**src/rtl/probe_level_counter_if.sv**
```systemverilog
// rtl/probe_level_counter_if.sv - latched measurement results and ready/ack handshake
interface probe_level_counter_if #(
  parameter int COUNTER_WIDTH = 24
);
  logic [COUNTER_WIDTH-1:0] high_count;
  logic [COUNTER_WIDTH-1:0] low_count;
  logic [COUNTER_WIDTH-1:0] z_count;
  logic [COUNTER_WIDTH-1:0] edge_count;
  logic                     ready;
  logic                     overrun;
  logic                     ack;

  modport master (
    output high_count, low_count, z_count, edge_count, ready, overrun,
    input  ack
  );

  modport slave (
    input  high_count, low_count, z_count, edge_count, ready, overrun,
    output ack
  );
endinterface

```
**src/rtl/probe_level_counter.sv**
```systemverilog
// rtl/probe_level_counter.sv - classifies synchronized comparator samples as HIGH/LOW/Z
// and counts levels and rising edges over a fixed window, latching results for firmware.
module probe_level_counter #(
  parameter int TIME_PERIOD   = 5000,
  parameter int COUNTER_WIDTH = 24
) (
  input  logic                  clk,
  input  logic                  nreset,
  input  logic                  comp_out_hi,
  input  logic                  comp_out_lo,
  input  logic                  enable,
  probe_level_counter_if.master res
);

  localparam int WIN_W = (TIME_PERIOD > 1) ? $clog2(TIME_PERIOD) : 1;
  localparam logic [WIN_W-1:0] WIN_LAST = WIN_W'(TIME_PERIOD - 1);

  typedef enum logic [1:0] {
    LVL_NONE,
    LVL_LOW,
    LVL_HIGH
  } level_e;

  logic hi_s1_q, hi_s1_d, hi_s2_q, hi_s2_d;
  logic lo_s1_q, lo_s1_d, lo_s2_q, lo_s2_d;
  logic [WIN_W-1:0] win_q, win_d;
  level_e lvl_q, lvl_d;
  logic [COUNTER_WIDTH-1:0] high_acc_q, high_acc_d;
  logic [COUNTER_WIDTH-1:0] low_acc_q, low_acc_d;
  logic [COUNTER_WIDTH-1:0] z_acc_q, z_acc_d;
  logic [COUNTER_WIDTH-1:0] edge_acc_q, edge_acc_d;
  logic [COUNTER_WIDTH-1:0] high_out_q, high_out_d;
  logic [COUNTER_WIDTH-1:0] low_out_q, low_out_d;
  logic [COUNTER_WIDTH-1:0] z_out_q, z_out_d;
  logic [COUNTER_WIDTH-1:0] edge_out_q, edge_out_d;
  logic ready_q, ready_d;
  logic overrun_q, overrun_d;
  logic en_q, en_d;

  logic is_hi, is_lo, is_z, edge_hit, end_cycle;
  logic [COUNTER_WIDTH-1:0] high_sum, low_sum, z_sum, edge_sum;

  // Saturating +1 keeps a misconfigured window from wrapping counts back to small values.
  function automatic logic [COUNTER_WIDTH-1:0] sat_inc(input logic [COUNTER_WIDTH-1:0] v,
                                                       input logic inc);
    return (inc && (v != '1)) ? v + COUNTER_WIDTH'(1) : v;
  endfunction

  always_comb begin
    is_hi     = hi_s2_q;
    is_lo     = !hi_s2_q && lo_s2_q;
    is_z      = !hi_s2_q && !lo_s2_q;
    // Z samples never update lvl_q, so LOW-Z-HIGH still registers as an edge.
    edge_hit  = (lvl_q == LVL_LOW) && is_hi;
    end_cycle = enable && (win_q == WIN_LAST);

    high_sum = sat_inc(high_acc_q, is_hi);
    low_sum  = sat_inc(low_acc_q, is_lo);
    z_sum    = sat_inc(z_acc_q, is_z);
    edge_sum = sat_inc(edge_acc_q, edge_hit);

    hi_s1_d    = comp_out_hi;
    hi_s2_d    = hi_s1_q;
    lo_s1_d    = comp_out_lo;
    lo_s2_d    = lo_s1_q;
    win_d      = win_q;
    lvl_d      = lvl_q;
    high_acc_d = high_acc_q;
    low_acc_d  = low_acc_q;
    z_acc_d    = z_acc_q;
    edge_acc_d = edge_acc_q;
    high_out_d = high_out_q;
    low_out_d  = low_out_q;
    z_out_d    = z_out_q;
    edge_out_d = edge_out_q;
    ready_d    = ready_q;
    overrun_d  = overrun_q;
    en_d       = enable;

    if (!enable) begin
      win_d      = '0;
      lvl_d      = LVL_NONE;
      high_acc_d = '0;
      low_acc_d  = '0;
      z_acc_d    = '0;
      edge_acc_d = '0;
    end else begin
      if (is_hi) begin
        lvl_d = LVL_HIGH;
      end else if (is_lo) begin
        lvl_d = LVL_LOW;
      end

      if (end_cycle) begin
        win_d      = '0;
        high_acc_d = '0;
        low_acc_d  = '0;
        z_acc_d    = '0;
        edge_acc_d = '0;
        high_out_d = high_sum;
        low_out_d  = low_sum;
        z_out_d    = z_sum;
        edge_out_d = edge_sum;
      end else begin
        win_d      = win_q + WIN_W'(1);
        high_acc_d = high_sum;
        low_acc_d  = low_sum;
        z_acc_d    = z_sum;
        edge_acc_d = edge_sum;
      end
    end

    // A fresh latch outranks a coincident ack.
    if (end_cycle) begin
      ready_d = 1'b1;
    end else if (res.ack) begin
      ready_d = 1'b0;
    end

    if (end_cycle && ready_q && !res.ack) begin
      overrun_d = 1'b1;
    end else if (en_q && !enable) begin
      overrun_d = 1'b0;
    end
  end

  always_ff @(posedge clk or negedge nreset) begin
    if (!nreset) begin
      hi_s1_q    <= 1'b0;
      hi_s2_q    <= 1'b0;
      lo_s1_q    <= 1'b0;
      lo_s2_q    <= 1'b0;
      win_q      <= '0;
      lvl_q      <= LVL_NONE;
      high_acc_q <= '0;
      low_acc_q  <= '0;
      z_acc_q    <= '0;
      edge_acc_q <= '0;
      high_out_q <= '0;
      low_out_q  <= '0;
      z_out_q    <= '0;
      edge_out_q <= '0;
      ready_q    <= 1'b0;
      overrun_q  <= 1'b0;
      en_q       <= 1'b0;
    end else begin
      hi_s1_q    <= hi_s1_d;
      hi_s2_q    <= hi_s2_d;
      lo_s1_q    <= lo_s1_d;
      lo_s2_q    <= lo_s2_d;
      win_q      <= win_d;
      lvl_q      <= lvl_d;
      high_acc_q <= high_acc_d;
      low_acc_q  <= low_acc_d;
      z_acc_q    <= z_acc_d;
      edge_acc_q <= edge_acc_d;
      high_out_q <= high_out_d;
      low_out_q  <= low_out_d;
      z_out_q    <= z_out_d;
      edge_out_q <= edge_out_d;
      ready_q    <= ready_d;
      overrun_q  <= overrun_d;
      en_q       <= en_d;
    end
  end

  assign res.high_count = high_out_q;
  assign res.low_count  = low_out_q;
  assign res.z_count    = z_out_q;
  assign res.edge_count = edge_out_q;
  assign res.ready      = ready_q;
  assign res.overrun    = overrun_q;

endmodule

```
**src/flat_wrapper.sv**
```systemverilog
// flat-port wrapper written by rule: the top's interface ports become plain ports
module probe_level_counter_flat 
#(
  parameter int TIME_PERIOD   = 5000,
  parameter int COUNTER_WIDTH = 24
)
  (clk, nreset, comp_out_hi, comp_out_lo, enable, res_high_count, res_low_count, res_z_count, res_edge_count, res_ready, res_overrun, res_ack);
  probe_level_counter_if #(.COUNTER_WIDTH(COUNTER_WIDTH)) res_i ();
  input  logic clk;
  input  logic nreset;
  input  logic comp_out_hi;
  input  logic comp_out_lo;
  input  logic enable;
  output wire logic [$bits(res_i.high_count)-1:0] res_high_count;
  output wire logic [$bits(res_i.low_count)-1:0] res_low_count;
  output wire logic [$bits(res_i.z_count)-1:0] res_z_count;
  output wire logic [$bits(res_i.edge_count)-1:0] res_edge_count;
  output wire logic [$bits(res_i.ready)-1:0] res_ready;
  output wire logic [$bits(res_i.overrun)-1:0] res_overrun;
  input wire logic [$bits(res_i.ack)-1:0] res_ack;
  assign res_high_count = res_i.high_count;
  assign res_low_count = res_i.low_count;
  assign res_z_count = res_i.z_count;
  assign res_edge_count = res_i.edge_count;
  assign res_ready = res_i.ready;
  assign res_overrun = res_i.overrun;
  assign res_i.ack = res_ack;
  probe_level_counter #(.TIME_PERIOD(TIME_PERIOD), .COUNTER_WIDTH(COUNTER_WIDTH)) u_core (.clk(clk), .nreset(nreset), .comp_out_hi(comp_out_hi), .comp_out_lo(comp_out_lo), .enable(enable), .res(res_i));
endmodule
```
**config.mk**
```make
export PLATFORM = sky130hd
export DESIGN_NAME = probe_level_counter_flat
export DESIGN_NICKNAME = d
export VERILOG_FILES = /design/src/rtl/probe_level_counter_if.sv /design/src/rtl/probe_level_counter.sv /design/src/flat_wrapper.sv
export SDC_FILE = /design/constraint.sdc
export NUM_CORES = 1
export LEC_CHECK = 0
export BUFFER_PORTS_ARGS = -buffer_cell sky130_fd_sc_hd__buf_2
export CAP_MARGIN = 20
export CORE_MARGIN = 10
export CORE_UTILIZATION = 53
export DETAILED_ROUTE_END_ITERATION = 10
export PLACE_DENSITY_LB_ADDON = 0.08
export SYNTH_ARGS = -nofsm -noshare
export SYNTH_HDL_FRONTEND = slang
export SYNTH_SLANG_ARGS = --single-unit
```
**constraint.sdc**
```tcl
create_clock -name clk -period 2.28 [get_ports clk]
set_input_delay 0.456 -clock clk [delete_from_list [all_inputs] [get_ports clk]]
set_output_delay 0.456 -clock clk [all_outputs]
set_load 0.01 [all_outputs]
```
==> results of run 1 <==
repair_timing:
| action | in CTS | in global routing |
|---|---|---|
| hold endpoints to repair | 52 | 0 |
| hold buffers | 1 | 0 |
| setup endpoints to repair | 0 | 82 |
| gates resized for setup | 0 | 7 |
layout make-up:
type / count / share of cell area
clock inverter: 4 / 0.001973
tap: 229 / 0.02510
sequential: 214 / 0.4692
inverter: 7 / 0.002301
multi-input combinational: 701 / 0.3525
clock buffer: 37 / 0.06203
timing repair buffer: 150 / 0.08690
routing by layer:
layer  global-route usage  up-vias  part of all wire  wire (um)
li1                     -     3678                 -          -
met1               0.2346     3595              0.46       9890
met2               0.2905      137              0.47      10140
met3              0.03805       27             0.050       1081
met4              0.04004        0             0.017        373
met5                    0        -                 0          0
worst max-delay path, stage by stage, from the launching register on:
cell	delay (ns)
dfrtp_1	0.41
or4b_4	0.53
or4_4	0.62
nand2_4	0.19
clkbuf_16	0.23
nor2_1	0.07
state kept, by name, indices dropped and copies added (netlist names), 24 cells and up:
signal and cells:
u_core.res.high_count 24, u_core.res.low_count 24, u_core.res.edge_count 24, u_core.z_acc_q 24, u_core.edge_acc_q 24, u_core.low_acc_q 24, u_core.high_acc_q 24, u_core.res.z_count 24
logic make-up after synthesis:
family	synth area share
compound gates	0.1120
xor+xnor	0.07257
fa+ha+maj	0.006479
buf+inv	0.03110
flops	0.5546
mux	0.009719
simple gates	0.2136
per-stage QoR:
step | total power [W] | setup TNS, ns | utilization
floorplan | 0.003990 | 0 | -
global placement | 0.004126 | 0 | 0.5913
detailed placement | 0.004128 | 0 | 0.5913
CTS | 0.007712 | 0 | 0.6326
global route | 0.007892 | -0.1756 | 0.6356
finish | 0.007615 | 0 | 0.6356
where the power goes:
part / leakage [nW] / switching, W / internal (W)
Sequential: 2.97 / 0.0000217 / 0.00382
Clock: 0.360 / 0.00144 / 0.00211
Combinational: 1.78 / 0.000154 / 0.0000687
Total: 5.11 / 0.00161 / 0.00600
cell usage after synthesis, types with 2 or more instances:
master and count:
dfrtp_1 214, nor2_1 119, nand2_1 115, o21ai_1 71, xnor2_1 66, nand3_1 45
a21oi_1 40, nand4_1 29, o21ai_0 21, clkbuf_1 19, and3_1 17, and4_1 17
a31oi_1 16, buf_2 15, nor4_1 15, xor2_1 14, a2111oi_0 13, nor3_1 13
a211oi_1 10, buf_6 10, or4_1 10, or3_1 9, inv_1 7, o31ai_1 7
and2_1 6, mux2i_1 6, ha_1 5, nand2b_1 5, mux2_2 3, nor3b_1 3
or4b_1 3, a211o_1 2, a21boi_0 2, a21o_1 2, and4b_1 2, buf_1 2
nor2b_1 2, nor4b_1 2, o21a_1 2, or2_2 2
worst paths after layout:
kind                                  start                        end  cells past startpoint
max in group asynchronous            nreset             u_core.hi_s2_q                      3
max reg2reg                u_core.win_q[10]       u_core.edge_acc_q[3]                      5
min                             comp_out_hi             u_core.hi_s1_q                      1
max                        u_core.win_q[10]       u_core.edge_acc_q[3]                      5
min reg2reg                  u_core.lo_s1_q             u_core.lo_s2_q                      0
min in group asynchronous            nreset  u_core.res.edge_count[14]                      2
==> flow_summary_export.csv, run 1 <==
group,metric,value,unit
outcome,outcome,"completed",
logic_synthesis,yosysTopAreaCell,"dfrtp_1",
route,first_iter_violations,358,
timing,setup_ws,0.08171,ns
route,route.detailed.drc,0,
logic_synthesis,yosys.area.top_type_share,0.5546,
route,num_vias,7437,
place,dpl.hpwl,15080,um
die,start_util,0.5375,
finish,final_common_cell,"dfrtp_1",
clock_tree,h-tree-depth,1,
clock_tree,clock-sinks,214,
logic_synthesis,ys_ff_latch,214,
worst_setup_path,ff2ff_setup_slack,0.08,ns
global_routing,grt_pass1_vias,7474,
place,dpl_cell_area,10620,um2
flow_run,cap_violations,0,
clock_tree,clk_pin_slew,0.06,ns
clock_tree,clk_latency,0.51,ns
worst_setup_path,worstSetupPathType,"reg2reg",
die,rows,49,
logic_synthesis,yosys_warnings,0,
place,routabilityCongestion,0.8557,
finish,drive_above_1_share,0.1779,
place,place_inst,1299,
global_routing,grt_pass1_wl,36450,um
timing,setup_violations,0,
logic_synthesis,synthFlopType,"dfrtp_1",
worst_hold_path,hold_class,"in2reg",
worst_setup_path,crit_arrival,2.57,ns
timing,whs,0.06260,ns
clock_tree,cts_tree,"built",
logic_synthesis,synth_cell_types,48,
clock_tree,cts_root_buffer,"clkbuf_16",
timing,drv_slew,0,
finish,syn2layout_area_growth,18.25,%
pwr,p_leak,5.107,nW
finish,diodes,0,
worst_setup_path,worstPathMaxFanout,24,
global_routing,grt-ovfl-total,0,
timing,hold_viol,0,
logic_synthesis,avgSynthCellArea,9.964,um2
die,coreArea,17960,um2
route,routed_wl,21490,um
logic_synthesis,synth_area_leaders,"dfrtp_1, xnor2_1, nor2_1",
finish,regArea,5356,um2
pwr,power.density,667.0,nW/um2
logic_synthesis,yosysSeqAreaShare,0.5546,
worst_setup_path,cp-end-kind,"flip-flop",
place,io_buffers,103,
timing,period_needed,2.198,ns
timing,fmax,454.9,MHz
route,drtAntennaViolNets,0,
timing,skew,0.01525,ns
finish,multi_input_comb_area,4025,um2
die,die_w,155.0,um
logic_synthesis,synth_area,9656,um2
worst_setup_path,critical_path.startpoint_type,"flip-flop",
logic_synthesis,synth_edf_count,0,
finish,fin_cells,1342,
timing,finalCritPeriodShare,0.9642,
clock_tree,numCtsBuffers,23,
die,dieArea,24020,um2
logic_synthesis,async_reset_ff_frac,1.000,
finish,layout_common_cells,"dfrtp_1, nor2_1, nand2_1, buf_2, o21ai_1",
logic_synthesis,syn-num-nets,980,
route,dr.pass1.iters,5,
timing,rsz0062_at_grt,"yes",
finish,stdcell_area,11420,um2
finish,nets,1108,
logic_synthesis,synth_cells,969,
die,pin_count,104,
route,wire_per_inst,16.01,um
clock_tree,clk_path_buf_depth,3,
die,die_h,155.0,um
global_routing,grtUsageTotal,0.1768,
timing,max_slew_margin,0.5997,
pwr,vdd_drop_max,581.7,uV
finish,n_fill_cell,1526,
global_routing,grt_max_degree,84,
clock_tree,post_cts_buffers,0,
worst_setup_path,required,2.65,ns
global_routing,antenna_found_initial,0,
route,vias_per_cell,5.542,
timing,tightestPinTransition,0.5853,ns
place,dp_slack,0.007365,ns
(Power assumes the default switching activity.)
==> run 2, diff against run 1 <==
--- a/config.mk
+++ b/config.mk
@@ -8,7 +8,7 @@
 export BUFFER_PORTS_ARGS = -buffer_cell sky130_fd_sc_hd__buf_2
 export CAP_MARGIN = 20
 export CORE_MARGIN = 10
-export CORE_UTILIZATION = 53
+export CORE_UTILIZATION = 57
 export DETAILED_ROUTE_END_ITERATION = 10
 export PLACE_DENSITY_LB_ADDON = 0.08
 export SYNTH_ARGS = -nofsm -noshare
==> constraint.sdc (replaced) <==
create_clock -name clk -period 2.35 [get_ports clk]
set_input_delay 0.47 -clock clk [delete_from_list [all_inputs] [get_ports clk]]
set_output_delay 0.47 -clock clk [all_outputs]
set_load 0.01 [all_outputs]
==> run 2 against run 1 <==
  * Worst setup slack improved by 0.062 ns
  * Sequential share of layout area is 0.32 points higher
  * Utilization increased by 4.8 points
  * Largest cell class unchanged
  * Hold slack worse by 0.0054 ns
  * Critical endpoint is now u_core.low_acc_q[3]
==> flow_summary_export.csv, run 2 (same netlist as run 1, synthesis figures left out) <==
group,metric,value,unit
outcome,outcome,"completed",
pwr,p_leak,5.053,nW
route,routed_wl,21040,um
timing,tns,0,ns
finish,layout_common_cells,"dfrtp_1, nor2_1, nand2_1, buf_2, o21ai_1",
worst_setup_path,crit_start,"u_core.win_q[0]",
timing,fmax,453.2,MHz
route,first_iter_violations,386,
worst_setup_path,crit_arrival,2.59,ns
worst_setup_path,worstPathMaxFanout,58,
clock_tree,clk_path_buf_depth,3,
worst_setup_path,r2r_end,"u_core.low_acc_q[3]",
pwr,switchingPower,0.001563,W
finish,diodes,0,
global_routing,grt-ovfl-total,0,
die,pin_count,104,
flow_run,cap_violations,0,
finish,fin_cells,1325,
die,die_h,150.2,um
route,num_vias,7376,
timing,drv_slew,0,
clock_tree,numCtsBuffers,23,
timing,max_slew_margin,0.6047,
worst_setup_path,cp-endpoint,"u_core.low_acc_q[3]",
worst_hold_path,hold_class,"in2reg",
timing,skew,0.01880,ns
place,dp_slack,0.1050,ns
worst_setup_path,slowest_stage,"or4_4",
global_routing,grt_pass1_vias,7232,
route,drtAntennaViolNets,0,
place,io_buffers,103,
timing,hold_viol,0,
pwr,vdd_drop_max,599.5,uV
route,vias_per_cell,5.567,
timing,tightestPinTransition,0.5780,ns
pwr,seqPwrFrac,0.501,
worst_setup_path,rr_startpoint,"u_core.win_q[0]",
die,die_w,150.2,um
finish,syn2layout_area_growth,17.43,%
worst_setup_path,worstSetupPathType,"reg2reg",
route,dr.pass1.iters,5,
finish,final_common_cell,"dfrtp_1",
pwr,p_int,0.005875,W
timing,rsz0062_at_grt,"no",
place,dpl.hpwl,14610,um
timing,period_needed,2.207,ns
clock_tree,h-tree-depth,1,
finish,drive_above_1_share,0.1692,
worst_setup_path,ff2ff_setup_slack,0.14,ns
global_routing,antenna_found_initial,0,
pwr,power.total,0.007438,W
die,coreArea,16580,um2
die,dieArea,22550,um2
clock_tree,cts_root_buffer,"clkbuf_16",
clock_tree,cts_tree,"built",
place,routabilityCongestion,0.8560,
die,start_util,0.5822,
timing,finalCritPeriodShare,0.9390,
global_routing,grtUsageTotal,0.1867,
global_routing,grt_max_degree,87,
finish,nets,1101,
pwr,swShare,0.2101,
place,place_inst,1284,
pwr,power.density,656.0,nW/um2
route,route.detailed.drc,0,
global_routing,grt_pass1_wl,35380,um
pwr,clock_power_share,0.472,
die,rows,47,
worst_setup_path,required,2.73,ns
worst_setup_path,cp-end-kind,"flip-flop",
pwr,comb_power_share,0.026,
timing,setup_ws,0.1434,ns
worst_setup_path,slowest_delay,0.50,ns
worst_setup_path,rr_worst_depth,6,
timing,setup_violations,0,
worst_setup_path,cp_cell_sequence,"ha_1 -> or4b_1 -> or4_4 -> nand2_4 -> buf_12 -> nor2_1",
route,wire_per_inst,15.88,um
worst_setup_path,critical_path.startpoint_type,"flip-flop",
clock_tree,clk_latency,0.51,ns
clock_tree,clock-sinks,214,
clock_tree,clk_pin_slew,0.06,ns
run 2: timing repair:
| item | 4_1_cts | 5_1_grt |
|---|---|---|
| setup buffers | 0 | 0 |
| hold buffers | 1 | 0 |
| endpoints found under the setup margin | 0 | 14 |
| endpoints found under the hold margin | 39 | 0 |
| gates resized for setup | 0 | 3 |
run 2: through the flow:
| stage | instance area [um2] | hold slack [ns] | util |
|---|---|---|---|
| after CTS | 11320 | 0.04580 | 0.6827 |
| after global placement | 10580 | 0.3332 | 0.6378 |
| after detailed placement | 10580 | 0.3394 | 0.6378 |
| after global routing | 11340 | 0.05446 | 0.6837 |
| final | 11340 | 0.05720 | 0.6837 |
| after floorplan | 9656 | 0.1744 | - |
run 2: worst max-delay path: cells and delay by family (launching register included):
kind | cells | cell delay (ns)
AND/OR/NAND/NOR | 4 | 1.21
flip-flops | 1 | 0.41
buffers and inverters | 1 | 0.26
adder cells (fa/ha/maj) | 1 | 0.18
run 2: cell type report:
type	instances	area, um2
sequential	214	5355
fill	1358	5245
multi-input combinational	701	4029
timing repair buffer	143	918.4
clock buffer	33	643.1
tap	220	275.3
clock inverter	7	91.34
inverter	7	26.28
run 2: worst min-delay path by stage:
stage	cells after the start	to	startpoint	slack, ns
after detailed placement	0	u_core.hi_s2_q	u_core.hi_s1_q	0.34
after floorplan	0	u_core.edge_acc_q[0]	nreset	0.17
after global routing	1	u_core.lo_s1_q	comp_out_lo	0.05
after global placement	0	u_core.hi_s2_q	u_core.hi_s1_q	0.33
final	1	u_core.lo_s1_q	comp_out_lo	0.06
after CTS	1	u_core.lo_s1_q	comp_out_lo	0.05
run 2: layer usage:
layer | track usage | up-vias | share of wire
met3 | 0.03661 | 27 | 0.043
met5 | 0 | - | 0
met1 | 0.2571 | 3550 | 0.47
met2 | 0.3020 | 135 | 0.47
met4 | 0.03887 | 0 | 0.017
li1 | - | 3664 | -
run 2: power by group through the flow:
stage               clock (W)  combinational, W  sequential, W
finish                0.00351          0.000196        0.00373
global route          0.00375          0.000225        0.00373
CTS                   0.00359          0.000204        0.00373
detailed placement          0          0.000202        0.00379
global placement            0          0.000200        0.00379
floorplan                   0         0.0000824        0.00379
